$ cat src/rtl/conv_seq_ctrl.sv
// Sequencing controller for the convolution engine: walks the 3x3 padded convolution
// (Layer 0) and the 2x2 stride-2 max-pool (Layer 1), emitting addresses and datapath strobes.
//
// state      | meaning
// -----------+-----------------------------------------------------------
// IDLE       | waiting for ready; counters held at zero
// CONV_RD    | 9 image reads, one per kernel tap (tap_cnt 0..8)
// CONV_DRAIN | no read; last delayed mac_en lands here
// CONV_WR    | write accumulated pixel p into L0
// POOL_RD    | 4 L0 reads of the 2x2 window (rd_cnt 0..3)
// POOL_DRAIN | no read; last delayed pool_en lands here
// POOL_WR    | write pooled value q into L1
// DONE       | one cycle with busy low before returning to IDLE
module conv_seq_ctrl #(
    parameter int IMG_LOG2 = 6,
    localparam int AW = 2 * IMG_LOG2
) (
    input  logic          clk,
    input  logic          reset,
    input  logic          ready,
    output logic          busy,
    output logic [AW-1:0] iaddr,
    output logic          pad,
    output logic [3:0]    tap,
    output logic          mac_en,
    output logic          mac_ld,
    output logic          pool_en,
    output logic          pool_ld,
    output logic          crd,
    output logic [AW-1:0] caddr_rd,
    output logic          cwr,
    output logic [AW-1:0] caddr_wr,
    output logic [2:0]    csel
);

    localparam int QW = AW - 2;
    localparam logic [AW-1:0]       PIX_LAST  = '1;
    localparam logic [AW-1:0]       PIX_ONE   = AW'(1);
    localparam logic [QW-1:0]       POOL_LAST = '1;
    localparam logic [QW-1:0]       POOL_ONE  = QW'(1);
    localparam logic [IMG_LOG2-1:0] EDGE_MAX  = '1;
    localparam logic [IMG_LOG2-1:0] COORD_ONE = IMG_LOG2'(1);
    localparam logic [3:0]          TAP_LAST  = 4'd8;
    localparam logic [2:0]          SEL_NONE  = 3'b000;
    localparam logic [2:0]          SEL_L0    = 3'b001;
    localparam logic [2:0]          SEL_L1    = 3'b010;

    typedef enum logic [2:0] {
        IDLE,
        CONV_RD,
        CONV_DRAIN,
        CONV_WR,
        POOL_RD,
        POOL_DRAIN,
        POOL_WR,
        DONE
    } state_t;

    state_t state, state_nxt;

    logic [AW-1:0] pix;
    logic [QW-1:0] pool_idx;
    logic [3:0]    tap_cnt;
    logic [1:0]    rd_cnt;

    logic          mac_en_q;
    logic [3:0]    tap_q;
    logic          pad_q;
    logic          pool_en_q;
    logic          pool_ld_q;

    logic [IMG_LOG2-1:0] row, col, nb_row, nb_col;
    logic [1:0]          dy, dx;
    logic                row_ok, col_ok, pad_raw;

    assign row = pix[AW-1:IMG_LOG2];
    assign col = pix[IMG_LOG2-1:0];

    // dy/dx encoded as 0 = -1, 1 = 0, 2 = +1
    always_comb begin
        dy     = 2'd1;
        dx     = 2'd1;
        nb_row = row;
        nb_col = col;
        row_ok = 1'b1;
        col_ok = 1'b1;
        case (tap_cnt)
            4'd0, 4'd1, 4'd2: dy = 2'd0;
            4'd3, 4'd4, 4'd5: dy = 2'd1;
            default:          dy = 2'd2;
        endcase
        case (tap_cnt)
            4'd0, 4'd3, 4'd6: dx = 2'd0;
            4'd1, 4'd4, 4'd7: dx = 2'd1;
            default:          dx = 2'd2;
        endcase
        case (dy)
            2'd0: begin
                nb_row = row - COORD_ONE;
                row_ok = (row != '0);
            end
            2'd2: begin
                nb_row = row + COORD_ONE;
                row_ok = (row != EDGE_MAX);
            end
            default: ;
        endcase
        case (dx)
            2'd0: begin
                nb_col = col - COORD_ONE;
                col_ok = (col != '0);
            end
            2'd2: begin
                nb_col = col + COORD_ONE;
                col_ok = (col != EDGE_MAX);
            end
            default: ;
        endcase
        pad_raw = ~(row_ok & col_ok);
    end

    always_ff @(posedge clk or posedge reset) begin
        if (reset) begin
            state     <= IDLE;
            pix       <= '0;
            pool_idx  <= '0;
            tap_cnt   <= '0;
            rd_cnt    <= '0;
            mac_en_q  <= 1'b0;
            tap_q     <= '0;
            pad_q     <= 1'b0;
            pool_en_q <= 1'b0;
            pool_ld_q <= 1'b0;
        end else begin
            state <= state_nxt;

            tap_cnt <= (state == CONV_RD && tap_cnt != TAP_LAST) ? tap_cnt + 4'd1 : 4'd0;
            rd_cnt  <= (state == POOL_RD && rd_cnt != 2'd3) ? rd_cnt + 2'd1 : 2'd0;

            case (state)
                IDLE: begin
                    pix      <= '0;
                    pool_idx <= '0;
                end
                CONV_WR: begin
                    if (pix != PIX_LAST) pix <= pix + PIX_ONE;
                    else                 pool_idx <= '0;
                end
                POOL_WR: begin
                    if (pool_idx != POOL_LAST) pool_idx <= pool_idx + POOL_ONE;
                end
                default: ;
            endcase

            // one-cycle delay aligns strobes with the read data returning from memory
            mac_en_q  <= (state == CONV_RD);
            tap_q     <= (state == CONV_RD) ? tap_cnt : 4'd0;
            pad_q     <= (state == CONV_RD) & pad_raw;
            pool_en_q <= (state == POOL_RD);
            pool_ld_q <= (state == POOL_RD) && (rd_cnt == 2'd0);
        end
    end

    always_comb begin
        state_nxt = state;
        busy      = 1'b0;
        iaddr     = '0;
        crd       = 1'b0;
        caddr_rd  = '0;
        cwr       = 1'b0;
        caddr_wr  = '0;
        csel      = SEL_NONE;
        case (state)
            IDLE: begin
                if (ready) state_nxt = CONV_RD;
            end
            CONV_RD: begin
                busy  = 1'b1;
                iaddr = pad_raw ? '0 : {nb_row, nb_col};
                if (tap_cnt == TAP_LAST) state_nxt = CONV_DRAIN;
            end
            CONV_DRAIN: begin
                busy      = 1'b1;
                state_nxt = CONV_WR;
            end
            CONV_WR: begin
                busy      = 1'b1;
                cwr       = 1'b1;
                csel      = SEL_L0;
                caddr_wr  = pix;
                state_nxt = (pix == PIX_LAST) ? POOL_RD : CONV_RD;
            end
            POOL_RD: begin
                busy     = 1'b1;
                crd      = 1'b1;
                csel     = SEL_L0;
                // window corner 128*qr + 2*qc; rd_cnt bits select +1 and +64
                caddr_rd = {pool_idx[QW-1:IMG_LOG2-1], rd_cnt[1],
                            pool_idx[IMG_LOG2-2:0], rd_cnt[0]};
                if (rd_cnt == 2'd3) state_nxt = POOL_DRAIN;
            end
            POOL_DRAIN: begin
                busy      = 1'b1;
                state_nxt = POOL_WR;
            end
            POOL_WR: begin
                busy      = 1'b1;
                cwr       = 1'b1;
                csel      = SEL_L1;
                caddr_wr  = {2'b00, pool_idx};
                state_nxt = (pool_idx == POOL_LAST) ? DONE : POOL_RD;
            end
            DONE: begin
                state_nxt = IDLE;
            end
            default: state_nxt = IDLE;
        endcase
    end

    assign pad     = pad_q;
    assign tap     = tap_q;
    assign mac_en  = mac_en_q;
    assign mac_ld  = mac_en_q && (tap_q == 4'd0);
    assign pool_en = pool_en_q;
    assign pool_ld = pool_ld_q;

endmodule

$ cat config.mk
export PLATFORM = sky130hd
export DESIGN_NAME = conv_seq_ctrl
export DESIGN_NICKNAME = d
export VERILOG_FILES = /design/src/rtl/conv_seq_ctrl.sv
export SDC_FILE = /design/constraint.sdc
export NUM_CORES = 1
export LEC_CHECK = 0
export CAP_MARGIN = 15
export CORE_UTILIZATION = 40
export CTS_BUF_LIST = sky130_fd_sc_hd__clkbuf_4 sky130_fd_sc_hd__clkbuf_8
export DETAILED_ROUTE_END_ITERATION = 10
export PLACE_DENSITY = 0.77
export REMOVE_ABC_BUFFERS = 1
export SYNTH_ARGS = -nofsm -noshare
export SYNTH_HDL_FRONTEND = slang
export SYNTH_SLANG_ARGS = --single-unit
$ cat constraint.sdc
create_clock -name clk -period 3.51 [get_ports clk]
set_input_delay 0.5265 -clock clk [delete_from_list [all_inputs] [get_ports clk]]
set_output_delay 0.5265 -clock clk [all_outputs]
set_load 0.03 [all_outputs]
### After elaboration in Yosys (flattened, before gate mapping)

Cells that the tools add are included.

| storage, ports and cells | value |
|---|---|
| flip-flop bits (word level) | 39 |
| word-level logic and storage cells | 105 |
| output and inout bits | 51 |
| input bits | 3 |

| cells by class | value |
|---|---|
| multiplexer cells | 28 |
| eq/ne operators | 32 |
| reductions and logical operators | 24 |
| $add $sub $neg | 8 |
| bitwise logic cells | 3 |

Operators by type and width:

| kind | count |
|---|---|
| 12-bit two-way mux | 4 |
| 12-bit case mux with 2 select lines | 2 |
| 10-bit case mux with 3 select lines | 1 |
| 3-bit case mux with 8 select lines | 1 |
| 6-bit case mux with 2 select lines | 2 |
| 10-bit two-way mux | 2 |
| 4-bit by 3-bit equality test with 1-bit output, second input constant | 4 |
| 12-bit by 1-bit adder with 12-bit output, second input constant | 1 |
| 6-bit by 1-bit adder with 6-bit output, second input constant | 2 |
| 12-bit equality test, second input constant | 1 |
| 3-bit equality test, second input constant | 4 |
| 3-bit two-way mux | 4 |
| 12-bit != test, second input constant | 1 |
| 6-bit != test, second input constant | 2 |
| 2-bit case mux with 2 select lines | 3 |
| 6-bit nonzero test | 2 |
| 3-bit OR reduction | 4 |
| 6-bit by 1-bit subtractor with 6-bit output, second input constant | 2 |
| 10-bit by 1-bit adder with 10-bit output, second input constant | 1 |
| 10-bit equality test, second input constant | 1 |
| 10-bit != test, second input constant | 1 |
| 2-bit != test, second input constant | 5 |
| 4-bit by 2-bit equality test with 1-bit output, second input constant | 2 |
| 4-bit zero test | 2 |
| 24 further kinds | 41 |

### Longest topological paths before layout

| logic depth | value |
|---|---|
| word-level depth | 8 |
| depth in mapped cells | 14 |
| gate-level depth less buffers | 13 |

### Least setup slack after synthesis

Ideal clock, no wire load.

| timing | value |
|---|---|
| path kind | register to output |
| from | register tap_cnt[0] |
| to | output port iaddr[5] |
| arrival | 3.356 ns |
| stages on the path, launching flop included | 13 |
| path slack | -0.373 ns |
| path buffers | 1 |
| required time | 2.984 ns |
| cells stage by stage | dfrtp_1 inv_1 ha_1 nor2_1 a211oi_1 buf_2 or2_2 ha_1 a211oi_1 a21oi_1 o21a_1 or4_1 a21oi_1 |

| on the way | value |
|---|---|
| word-level cells in the longest chain between the ends | 8 |
| elaborated cells on any way between the ends | 24 |
| classes of those cells | 9 x eq/ne; 7 x mux; 1 x bitwise; 7 x reduce/logical |

Ends and longest elaborated chain:

| element | line | text |
|---|---|---|
| from (decl) | 63 | `logic [3:0] tap_cnt;` |
| from (signal assigned) | 137 | `tap_cnt <= (state == CONV_RD && tap_cnt != TAP_LAST) ? tap_cnt + 4'd1 : 4'd0;` |
| 4-bit by 3-bit equality test with 1-bit output, or another cell as far along | 87, 92 |  |
| 3-bit OR reduction (on tied branches) | 87, 92 |  |
| 2-bit case mux with 2 select lines (on tied branches) | 87, 92 |  |
| 2-bit equality test, or another cell as far along | 97 | `case (dy)` |
| 1-bit case mux with 2 select lines (on tied branches) | 97, 108 |  |
| 1-bit bitwise AND | 119 | `pad_raw = ~(row_ok & col_ok);` |
| 12-bit two-way mux * | 179 | `iaddr = pad_raw ? '0 : {nb_row, nb_col};` |
| 12-bit two-way mux * | 173 | `case (state)` |
| to (decl) | 22 | `output logic [AW-1:0] iaddr,` |

Mark *: on every way between the ends. The rest lies on a longest branch, timed or not.

### Final worst setup path

Same ends and word-level chain as after synthesis.

==> run metrics <==
clock slew seen by the registers of the worst setup and hold paths=0.08 ns; Hold Startpoint=rd_cnt[0]$_DFF_PP0_; pin count of the biggest net entering global routing=40; total CTS buffers=5; setup violators final=5; Ports=54; Fmax=0.275 GHz; WP data required=2.98 ns; post-layout net count=435; Final WS setup=-0.121 ns; CP Class=flop to primary output; Die Height=87.8 um; area leader, netlist=dfrtp_1; Async S/R FF share, synth=100%; IO buf count=52; period utilization=103%; syn avg cell area=8.34 um2; Max transition margin=56.1%; reg2reg start=state[1]$_DFFE_PP0P_; CP max stage delay=0.49 ns; crit path time final=3.63 ns; Clock Skews=0.0135 ns; DR DRC count=0; #FFs+latches synth=39; hold_buf cts=0; Synth top area share=33.1%; PwrDens=232 nW/um2; clock buffer depth=2; hold_ws=0.482 ns; RSZ-0062 raised after global routing=true; CTS tree=done; cell count after synthesis=353; critical path launch point type=flop; placed cell count=490; CTS sink cnt=39; CP Cell Sequence=buf_4, ha_4, nor2_2, a211oi_2, or2_4, ha_4, a211oi_2, a21oi_2, o21a_1, or4_1, a21oi_2, buf_6; Worst path slowest cell=or4_1; Final Instance Area=3940 um2; Seq/Total Area, Yosys=33.1%; Total Wirelength=7.77 mm; Initial Util=42.4%; Core ar.=6940 um2; Non-Filler Instances=509; EDFF count, synth=0; Critical Path Source=tap_cnt[0]$_DFF_PP0_; DR vias/cell=5.65; # diodes=0; status=complete, but fails checks; FP Rows=30; routability congestion estimate=0.907; Max VDD drop=0.250 mV; H-tree levels=2; DR vias=2874; antenna-violating nets left=0; Die ar.=7710 um2; post-DP HPWL=5.19 mm; Pins Over Slew Limit=0; ys flop type=dfrtp_1; HP Class=flop to flop; first-pass GRT wire length=12.6 mm; share of cells above drive strength 1=21.8%; synth top area cells=dfrtp_1 33%, ha_1 7.6%, nand2_1 4.7%, nor2_1 4.7%, xnor2_1 3.9%; initial DRC count=262; die width=87.8 um; CP Capture Type=primary output; crit path DAT=3.10 ns; Netlist Area Pre-Place=2950 um2; GR Util All Layers=21.1%; vias in the first global route=2668; placed cell areas=3530 um2; static leakage=1.69 nW; P&R area growth vs syn=33.7%; WL per Instance=15.3 um; grt ovf=0; YS warnings=0; unique cell type count in the Yosys netlist=58; Hold Vio Cnt, Final=0; worst skew pair latency=0.30 ns; Tightest Pin Transition=0.659 ns; DR pass1 iterations=5; initial antenna violation count=0; largest fanout on the critical path=6; failing checks=negative setup slack; Root Buffer=clkbuf_8; Max Cap Viol=0
area by class of cell:
class | instances | area (um2)
clock buffer | 6 | 76.3
clock inverter | 2 | 60.1
fill | 605 | 3010
inverter | 20 | 77.6
multi-input combinational | 274 | 1970
sequential | 39 | 978
tap | 96 | 120
timing repair buffer | 72 | 652
critical path: cells and delay by family, from the launching register on:
family,cells,cell delay (ns)
compound gates,5,0.76
buf+inv,2,0.31
flops,1,0.45
simple gates,3,0.89
fa+ha+maj,2,0.40
where the power goes:
| part | internal (mW) | total (mW) | switching (mW) |
|---|---|---|---|
| combinational | 0.00288 | 0.0133 | 0.0104 |
| sequential | 0.449 | 0.449 | 0 |
| clock | 0.292 | 0.452 | 0.160 |
metrics by stage:
step / util, % / worst slack (ns) / total power [mW] / setup TNS (ns)
detailed placement: 50.8 / -0.0387 / 0.472 / -0.0387
floorplan: - / -0.735 / 0.466 / -3.53
global route: 56.7 / -0.287 / 0.945 / -1.03
finish: 56.7 / -0.121 / 0.914 / -0.392
CTS: 55.9 / -0.0812 / 0.926 / -0.279
global placement: 50.8 / 0.0851 / 0.472 / 0
cells in the mapped netlist (2+ instances only):
master    count
a21oi_1      15
a31oi_1       6
nand2_1      37
ha_1         18
nor4_1        3
clkbuf_1      8
and3_1       15
o31ai_1       3
xnor2_1      13
o21ai_0      16
o21ai_1      15
a22o_1        5
o21a_1        3
nor3_1        9
nand4_2       2
and2_1        9
or3_1         4
nand4b_1      2
xor2_1        2
buf_2         8
nor2_1       37
nor3_2        2
nand4_1       7
dfrtp_1      39
o22ai_1       2
or4_1         3
or3b_2        2
nand3_1       8
nor2b_1       5
fa_1          2
a211oi_1      7
inv_1        18
buf_4         3
layout by cell type, fill, tap and decap left out, types with 5 or more instances in the layout:
cell,count
clkdlybuf4s50_1,40
dfrtp_1,37
nand2_1,36
nor2_1,34
buf_4,29
o21ai_1,17
inv_1,15
o21ai_0,14
and3_1,14
xnor2_1,13
a21oi_1,11
and2_1,9
ha_1,9
nand3_1,8
nand4_1,7
ha_4,7
nor3_1,6
a31oi_1,6
nor3_2,5
a22o_1,5
clkbuf_8,5
flip-flops by register name, summed over array words and instances, names as in the netlist, 2 cells and up:
register and cells:
pix 12, pool_idx 10, rd_cnt 2, state 3
tap 4, tap_cnt 4
logic make-up (layout without fill, tap and decap cells):
logic type | Yosys count | after routing | synth area share (%)
AND/OR/NAND/NOR | 155 | 155 | 27.9
AO/OA/AOI/OAI | 81 | 81 | 18.8
buffers and inverters | 40 | 100 | 5.86
flip-flops | 39 | 39 | 33.1
adder cells (fa/ha/maj) | 20 | 20 | 9.01
XOR/XNOR | 15 | 15 | 4.46
multiplexers | 2 | 2 | 0.722
other | 1 | 1 | 0.127
path summary, 6_finish.rpt:
path / to / slack, ns / cells after the start
hold reg to reg: rd_cnt[0]$_DFF_PP0_ / 0.48 / 1
max in group asynchronous: tap_cnt[1]$_DFF_PP0_ / 2.49 / 3
setup reg to reg: pix[10]$_DFFE_PP0P_ / 1.28 / 5
setup / recovery: iaddr[5] / -0.12 / 12
min in group asynchronous: pool_idx[8]$_DFFE_PP0P_ / 0.65 / 3
hold / removal: rd_cnt[0]$_DFF_PP0_ / 0.48 / 1
layer usage:
metal,GRT usage (%),routed length (um)
met5,0,0
met4,7.00,89
met3,3.49,515
met2,35.0,3750
met1,27.8,3410
repair_timing:
action | in CTS | in global routing
pin swaps | 8 | 9
endpoints found under the setup margin | 4 | 6
resized for setup | 33 | 11
buffers inserted | 8 | 3
No activity file was read; power rests on OpenSTA's default activity.
